[src/rtl/imem_loader_if.sv]
`default_nettype none
// ============================================================================
// Module   : imem_loader_if
// Brief    : Byte-stream input and instruction-memory write port of the loader.
// Revision : 1.0 - initial release
// ============================================================================
interface imem_loader_if #(
    parameter int ADDR_W = 6
);
    logic [7:0]        in_data;
    logic              in_valid;
    logic              in_ready;
    logic              mem_we;
    logic [ADDR_W-1:0] mem_addr;
    logic [15:0]       mem_wdata;

    // The loader is the stream sink and drives the memory write port.
    modport slave (
        input  in_data, in_valid,
        output in_ready, mem_we, mem_addr, mem_wdata
    );

    // The byte source / memory side.
    modport master (
        output in_data, in_valid,
        input  in_ready, mem_we, mem_addr, mem_wdata
    );
endinterface
`default_nettype wire

[src/rtl/imem_loader.sv]
`default_nettype none
// ============================================================================
// Module   : imem_loader
// Brief    : Frames LEN / word bytes / CSUM into 16-bit instruction-memory
//            writes and holds the processor in reset until the load verifies.
// Revision : 1.0 - initial release
// ============================================================================
module imem_loader #(
    parameter int MEM_DEPTH = 64,
    parameter int ADDR_W    = 6
) (
    input  logic              clk,
    input  logic              rst_n,
    input  logic              start,
    imem_loader_if.slave      bus,
    output logic              cpu_hold,
    output logic              busy,
    output logic              done,
    output logic              err_len,
    output logic              err_csum,
    output logic [ADDR_W:0]   word_count
);

    typedef enum logic [2:0] {
        S_IDLE = 3'd0,
        S_LEN  = 3'd1,
        S_HI   = 3'd2,
        S_LO   = 3'd3,
        S_CSUM = 3'd4,
        S_DONE = 3'd5,
        S_ERR  = 3'd6
    } state_t;

    localparam logic [8:0] c_depth = 9'(MEM_DEPTH);

    state_t            r_state;
    logic [7:0]        r_csum;
    logic [7:0]        r_hi;
    logic [ADDR_W:0]   r_len;
    logic [ADDR_W:0]   r_wcount;
    logic              r_mem_we;
    logic [ADDR_W-1:0] r_mem_addr;
    logic [15:0]       r_mem_wdata;
    logic              r_cpu_hold;
    logic              r_done;
    logic              r_err_len;
    logic              r_err_csum;

    logic              w_ready;
    logic              w_xfer;
    logic              w_len_bad;
    logic [ADDR_W:0]   w_wcount_inc;

    // Readiness depends on state only, so in_valid never loops back to in_ready.
    assign w_ready      = (r_state == S_LEN) || (r_state == S_HI) ||
                          (r_state == S_LO)  || (r_state == S_CSUM);
    assign w_xfer       = w_ready && bus.in_valid;
    assign w_len_bad    = (bus.in_data == 8'd0) || ({1'b0, bus.in_data} > c_depth);
    assign w_wcount_inc = r_wcount + (ADDR_W+1)'(1);

    always_ff @(posedge clk or negedge rst_n) begin
        if (!rst_n) begin
            r_state     <= S_IDLE;
            r_csum      <= 8'd0;
            r_hi        <= 8'd0;
            r_len       <= '0;
            r_wcount    <= '0;
            r_mem_we    <= 1'b0;
            r_mem_addr  <= '0;
            r_mem_wdata <= 16'd0;
            r_cpu_hold  <= 1'b0;
            r_done      <= 1'b0;
            r_err_len   <= 1'b0;
            r_err_csum  <= 1'b0;
        end else begin
            r_mem_we <= 1'b0;
            // Count a word once its write strobe has been presented.
            if (r_mem_we) begin
                r_wcount <= w_wcount_inc;
            end
            if (start) begin
                r_state    <= S_LEN;
                r_done     <= 1'b0;
                r_err_len  <= 1'b0;
                r_err_csum <= 1'b0;
                r_wcount   <= '0;
                r_csum     <= 8'd0;
                r_cpu_hold <= 1'b1;
            end else if (w_xfer) begin
                case (r_state)
                    S_LEN: begin
                        if (w_len_bad) begin
                            r_state   <= S_ERR;
                            r_err_len <= 1'b1;
                        end else begin
                            r_len   <= (ADDR_W+1)'(bus.in_data);
                            r_csum  <= bus.in_data;
                            r_state <= S_HI;
                        end
                    end
                    S_HI: begin
                        r_hi    <= bus.in_data;
                        r_csum  <= r_csum ^ bus.in_data;
                        r_state <= S_LO;
                    end
                    S_LO: begin
                        // The previous word's count update has always landed
                        // by now: at least one HI cycle separates LO transfers.
                        r_csum      <= r_csum ^ bus.in_data;
                        r_mem_we    <= 1'b1;
                        r_mem_addr  <= r_wcount[ADDR_W-1:0];
                        r_mem_wdata <= {r_hi, bus.in_data};
                        r_state     <= (w_wcount_inc == r_len) ? S_CSUM : S_HI;
                    end
                    S_CSUM: begin
                        if (bus.in_data == r_csum) begin
                            r_state    <= S_DONE;
                            r_done     <= 1'b1;
                            r_cpu_hold <= 1'b0;
                        end else begin
                            r_state    <= S_ERR;
                            r_err_csum <= 1'b1;
                        end
                    end
                    default: r_state <= r_state;
                endcase
            end
        end
    end

    assign bus.in_ready  = w_ready;
    assign bus.mem_we    = r_mem_we;
    assign bus.mem_addr  = r_mem_addr;
    assign bus.mem_wdata = r_mem_wdata;
    assign busy          = w_ready;
    assign cpu_hold      = r_cpu_hold;
    assign done          = r_done;
    assign err_len       = r_err_len;
    assign err_csum      = r_err_csum;
    assign word_count    = r_wcount;

endmodule
`default_nettype wire

[src/flat_wrapper.sv]
// flat-port wrapper written by rule: the top's interface ports become plain ports
module imem_loader_flat 
#(
    parameter int MEM_DEPTH = 64,
    parameter int ADDR_W    = 6
)
  (clk, rst_n, start, cpu_hold, busy, done, err_len, err_csum, word_count, bus_in_data, bus_in_valid, bus_in_ready, bus_mem_we, bus_mem_addr, bus_mem_wdata);
  imem_loader_if #(.ADDR_W(ADDR_W)) bus_i ();
  input  logic clk;
  input  logic rst_n;
  input  logic start;
  output logic cpu_hold;
  output logic busy;
  output logic done;
  output logic err_len;
  output logic err_csum;
  output logic [ADDR_W:0] word_count;
  input wire logic [$bits(bus_i.in_data)-1:0] bus_in_data;
  input wire logic [$bits(bus_i.in_valid)-1:0] bus_in_valid;
  output wire logic [$bits(bus_i.in_ready)-1:0] bus_in_ready;
  output wire logic [$bits(bus_i.mem_we)-1:0] bus_mem_we;
  output wire logic [$bits(bus_i.mem_addr)-1:0] bus_mem_addr;
  output wire logic [$bits(bus_i.mem_wdata)-1:0] bus_mem_wdata;
  assign bus_i.in_data = bus_in_data;
  assign bus_i.in_valid = bus_in_valid;
  assign bus_in_ready = bus_i.in_ready;
  assign bus_mem_we = bus_i.mem_we;
  assign bus_mem_addr = bus_i.mem_addr;
  assign bus_mem_wdata = bus_i.mem_wdata;
  imem_loader #(.MEM_DEPTH(MEM_DEPTH), .ADDR_W(ADDR_W)) u_core (.clk(clk), .rst_n(rst_n), .start(start), .bus(bus_i), .cpu_hold(cpu_hold), .busy(busy), .done(done), .err_len(err_len), .err_csum(err_csum), .word_count(word_count));
endmodule
[config.mk]
export PLATFORM = sky130hd
export DESIGN_NAME = imem_loader_flat
export DESIGN_NICKNAME = d
export VERILOG_FILES = /design/src/rtl/imem_loader_if.sv /design/src/rtl/imem_loader.sv /design/src/flat_wrapper.sv
export SDC_FILE = /design/constraint.sdc
export NUM_CORES = 1
export LEC_CHECK = 0
export ABC_AREA = 1
export CAP_MARGIN = 20
export CORE_MARGIN = 2
export CORE_UTILIZATION = 48
export DETAILED_ROUTE_END_ITERATION = 10
export PLACE_DENSITY = 0.76
export SYNTH_ARGS = -nofsm -noshare
export SYNTH_HDL_FRONTEND = slang
export SYNTH_SLANG_ARGS = --single-unit
export TNS_END_PERCENT = 10
[constraint.sdc]
create_clock -name clk -period 1.5 [get_ports clk]
set_input_delay 0.3 -clock clk [delete_from_list [all_inputs] [get_ports clk]]
set_output_delay 0.3 -clock clk [all_outputs]
set_load 0.005 [all_outputs]
Word-level counts from Yosys, hierarchy flattened
Cells that the tools add are included.
- add/subtract/negate cells: 1
- magnitude comparators: 1
- equal/unequal tests: 8
- muxes and demuxes: 31
- bitwise gates (word level): 3
- reductions and logical operators: 23
- operators with widths (operator ; number):
    $mux 8 ; 3
    $mux 1 ; 19
    $reduce_and 3->1 ; 6
    $pmux 8 s2 ; 1
    $mux 7 ; 2
    $mux 3 ; 4
    $pmux 3 s4 ; 1
    $reduce_bool 2->1 ; 6
    $eq 8x8->1 ; 1
    $gt 8x7->1 const B ; 1
    $logic_not 8->1 ; 1
    $xor 8x8->8 ; 1
    $add 7x1->7 const B ; 1
    $eq 7x7->1 ; 1
    $eq 3x2->1 const B ; 2
    $reduce_bool 5->1 ; 1
    $logic_or 1x1->1 ; 4
    $reduce_and 4->1 ; 1
    $eq 3x1->1 const B ; 1
    $eq 3x3->1 const B ; 1
    $ne 3x3->1 const B ; 1
    $reduce_bool 3->1 ; 1
    $mux 2 ; 1
    $ne 2x2->1 const B ; 1
    4 further kinds ; 5
- register bits after elaboration: 60
- bits of input ports: 12
- output and inout port bits: 36
- word-level logic and storage cells: 79

Depth between registers and ports, before layout
- depth in word-level cells: 7
- gate-level depth with buffers: 13

Least setup slack after synthesis
OpenSTA, ideal clock, no wires.
- path type: register to register
- start: reg u_core.r_state[0]
- end: reg u_core.r_mem_wdata[2], in the netlist u_core.bus.mem_wdata[2]
- library setup time: 0.126 ns
- data arrival time: 1.341 ns
- setup slack: 0.033 ns
- stages on the path, launching flop included: 10
- buffers on the path: 1
- clock period less this slack: 1.467 ns
- path through: dfrtp_1 -> nor3_4 -> nor2_2 -> nand2_4 -> nand3_4 -> inv_2 -> nand2_4 -> buf_2 -> nand2_1 -> o21ai_0
- longest elaborated chain between the ends: 6
- elaborated cells between the ends (all ways): 9
- classes of those cells: eq/ne (4); reduce/logical (5)
- RTL lines (what ; RTL line ; source):
    start: declaration ; imem_loader.sv:36 ; state_t r_state;
    start signal: assignment ; imem_loader.sv:113 ; r_state <= (w_wcount_inc == r_len) ? S_CSUM : S_HI;
    start signal: assignment ; imem_loader.sv:125 ; default: r_state <= r_state;
    $eq 3x1->1 / $eq 3x2->1 (equally long branches) ; imem_loader.sv:55 ; assign w_ready = (r_state == S_LEN) || (r_state == S_HI) ||
    $logic_or 1x1->1 (2 in a row) ; imem_loader.sv:55 ;
    $logic_or 1x1->1 (*) ; imem_loader.sv:56 ; (r_state == S_LO) || (r_state == S_CSUM);
    via bus_in_ready ; flat_wrapper.sv:20 ; output wire logic [$bits(bus_i.in_ready)-1:0] bus_in_ready;
    $logic_and 1x1->1 (*) ; imem_loader.sv:57 ; assign w_xfer = w_ready && bus.in_valid;
    $reduce_and 3->1 (no source line) (*) ; - ;
    end signal: assignment ; imem_loader.sv:112 ; r_mem_wdata <= {r_hi, bus.in_data};
    end: declaration ; imem_loader.sv:43 ; logic [15:0] r_mem_wdata;
The timed path passes the listed nets; every way through them passes the cells marked *.
A chain may end at the register's enable or synchronous reset.

Final worst setup path
- start: reg u_core.r_state[2]
- end: reg u_core.r_mem_wdata[1], in the netlist u_core.bus.mem_wdata[1]
- longest elaborated chain between the ends: 6
- elaborated cells between the ends (all ways): 9
- classes of those cells: eq/ne (4); reduce/logical (5)
- RTL lines (what ; RTL line):
    $eq 3x1->1 / $eq 3x2->1 (equally long branches) ; imem_loader.sv:55
    $logic_or 1x1->1 (2 in a row) ; imem_loader.sv:55
    $logic_or 1x1->1 ; imem_loader.sv:56
    $logic_and 1x1->1 ; imem_loader.sv:57
    $reduce_and 3->1 (no source line) (*) ; -
Mark *: on every way between the ends. The rest lies on a longest branch, timed or not.

==> metrics <==
status=complete, but fails checks; initial DRC count=191; peak supply drop=0.000787 V; Psw=between 2 and 3 mW; CP max FO=5; cell area after synthesis=0.00287 mm^2; Pleak=2.27 nW; Logic pwr share=40.4%; reg-to-reg critical path endpoint=u_core.bus.mem_wdata[1]; share of power burned in registers=37.6%; reg2reg path depth=11; Slew HR=78.4%; fin area=~0.0045 mm^2; clock latency on the worst-skew pair=0.36 ns; Inst Count DP=510; H-Tree Depth=3; floorplan row count=28; number of port buffers=47; # nets final=479; Worst Setup Slack, final=-0.200 ns; dpl cell area=0.00372 mm^2; ranking of synthesized cells by area=dfrtp_1 (52%), nand2_1 (17%), o21ai_0 (5.8%); CP arrival=1.94 ns; Diodes inserted=0; internal power contribution=4.11 mW; routed len/inst=17.1 um; clock period minus worst slack=1.70 ns; Worst Tran Pin Value=0.324 ns; FF+latch count, synth=60; Clock Root Buffer=clkbuf_8; grt total ovfl=0; initial antenna violation count=0; DRC violations left=0; core region area=0.00585 mm^2; effective utilization at floorplan=about half; critical path cell sequence=buf_4, nor2_1, inv_1, nand2_4, buf_12, nand3_4, inv_8, nand2_8, buf_12, nand2_2, o21ai_2; Final period util=113%; Vias/cell=approximately 5.5; Die Width=81.3 um; skew final=0.0125 ns; share of the synthesized area in the top cell type=52.4%; Bufs on Longest Clock Path=2; layout cell share with drive strength beyond 1=31.4%; hold crit path type=in2async; RR Startpoint=u_core.r_state[2]; Area Growth Syn to Fin=55.9%; Die Y=81.3 um; CTS tree=done; CP required=1.74 ns; reg-to-reg setup timing slack=-0.20 ns; unrepaired setup endpoints after global routing=yes; maxcap violations=0; register area share after synthesis=between 50% and 60%; RePlAce Congestion=~0.88; Crit. End Element=register; Critical Setup Path Class=reg2reg; Power, Total=about 6.7 mW; Setup crit start kind=register; wl on met1=3670 um; gr usage total=26.7%; Synth Instances=around 360; drt first pass iters=5; first-pass GRT wire length=approximately 13000 um; largest net degree at the start of global routing=about 60; die area=around 0.0066 mm^2; power per standard cell area=about 1500 mW/mm^2; Clk network pwr share=22.0%; final WL=9340 um; failing checks=setup timing; clock sink count=60; vias in the first global route=approximately 2800; Slew Limit Fails=0; Worst-path clk slew=about 0.08 ns; Avg Inst Size Synth=8.06 um^2; hpwl dp=4990 um; Vias=2996; post-route non-filler standard cell count=546; met3 WL=~540 um; Bufs and invs on worst path=5; Net Sw Frac=38.5%; io pins=48; Yosys Warn Count=0; Crit path top cell by count=buf_12; Num CTS Buffers=9; fmax=0.588 GHz; Synth Net Count=369; Final Hold Viols=0; CP top delay family=buffers and inverters; top layer reached by signal wires=met4; post-synth cell types=25; Final ANT Viol Nets=0; Finished Core Util=about three quarters; slowest CP cell=dfrtp_1; Final setup viols=54; Met2 Wirelength=~4800 um; worst hold-check slack=between 0.4 and 0.5 ns; leading area contributor after synthesis=dfrtp_1; Worst path max stage delay=0.42 ns
==> metrics by stage <==
step	TNS [ns]	setup slack, ns
final	-6.56	-0.200
after global placement	-11.89	-0.420
after CTS	-4.33	-0.124
after floorplan	0	0.0331
after detailed placement	-14.83	-0.553
after global routing	-11.26	-0.270
==> routing by layer <==
layer  vias up  global-route usage [%]
met2       155                    45.8
met3        28                    5.00
met5         -                       0
met1      1445                    32.5
li1       1368                       -
met4         0                    11.7
==> synth_stat cells (all sizes together) <==
master / count
a21oi: 3
a22oi: 1
buf: 6
clkbuf: 2
dfrtp: 60
ha: 1
inv: 41
nand2: 136
nand3: 15
nand3b: 1
nand4: 11
nor2: 21
nor3: 2
o21a: 1
o21ai: 41
o22ai: 6
xnor2: 8
==> what timing repair did <==
item,CTS,global route
setup endpoints to repair,78,60
setup buffers,7,3
gates cloned,3,6
endpoints found under the hold margin,60,0
resized for setup,72,65
pin swaps,5,14
hold buffers,1,0
==> logic make-up after synthesis <==
kind of cell | Yosys count | share of synthesized area (%)
DFF | 60 | 52.4
and+or+nand+nor | 186 | 28.2
adders and majority gates | 1 | 0.436
buffers and inverters | 49 | 7.07
xor gates and xnor gates | 8 | 2.44
AOI/OAI and AO/OA | 52 | 9.51
==> tightest hold or removal path, cell delays in order <==
cell and delay, ns:
dlygate4sd3_1 0.51, buf_2 0.12, buf_12 0.29
==> flip-flops by register name (all words and copies together), names as in the netlist <==
signal                count
u_core.r_len              7
u_core.r_csum             8
u_core.cpu_hold           1
u_core.done               1
u_core.err_len            1
u_core.err_csum           1
u_core.word_count         7
u_core.bus.mem_wdata     16
u_core.bus.mem_we         1
u_core.r_hi               8
u_core.bus.mem_addr       6
u_core.r_state            3
==> area by class of cell <==
cell class | count | area, um^2
Clock inverter | 7 | 67.6
Fill cell | 409 | 1380
Tap cell | 75 | 93.8
Clock buffer | 9 | 124
Multi-Input combinational cell | 249 | 1480
Timing Repair Buffer | 105 | 1030
Inverter | 41 | 166
Sequential cell | 60 | 1500
==> worst max-delay path by stage <==
stage | from | end | slack (ns) | cells past startpoint
6_report | u_core.r_state[2] | u_core.bus.mem_wdata[1] | -0.20 | 11
5_1_grt | u_core.r_state[2] | u_core.bus.mem_wdata[0] | -0.27 | 11
4_1_cts | u_core.r_state[2] | u_core.bus.mem_wdata[9] | -0.12 | 11
3_5_place_dp | bus_in_data[2] | u_core.r_csum[4] | -0.55 | 9
3_3_place_gp | bus_in_data[4] | u_core.r_state[1] | -0.42 | 10
2_1_floorplan | u_core.r_state[0] | u_core.bus.mem_wdata[2] | 0.03 | 9
==> power groups by stage <==
| stage | Combinational, mW | Clock [mW] | Sequential (mW) |
|---|---|---|---|
| after floorplan | 1.15 | 0 | 2.38 |
| after global placement | 2.03 | 0 | 2.41 |
| after detailed placement | 2.08 | 0 | 2.43 |
| after CTS | 2.28 | 1.45 | 2.41 |
| after global routing | 2.95 | 1.54 | 2.55 |
| final | 2.70 | 1.47 | 2.51 |
==> cell usage in the layout (no fill, tap or decap), types with 2 or more instances in the layout <==
cell type	count
a21oi_1	2
buf_12	4
buf_16	3
buf_2	3
buf_4	43
buf_6	4
clkbuf_16	3
clkbuf_8	9
clkdlybuf4s50_1	14
clkinv_2	3
clkinvlp_4	3
dfrtp_1	59
dlygate4sd2_1	30
inv_1	35
inv_2	4
nand2_1	106
nand2_2	21
nand2_4	8
nand2_8	3
nand3_1	11
nand3_2	2
nand3_4	2
nand4_1	11
nor2_1	11
nor2_2	3
nor2_4	7
nor3_4	2
o21ai_0	22
o21ai_1	9
o21ai_2	10
o22ai_1	5
xnor2_1	4
xnor2_2	4
Power figures use the tool's default switching activity.
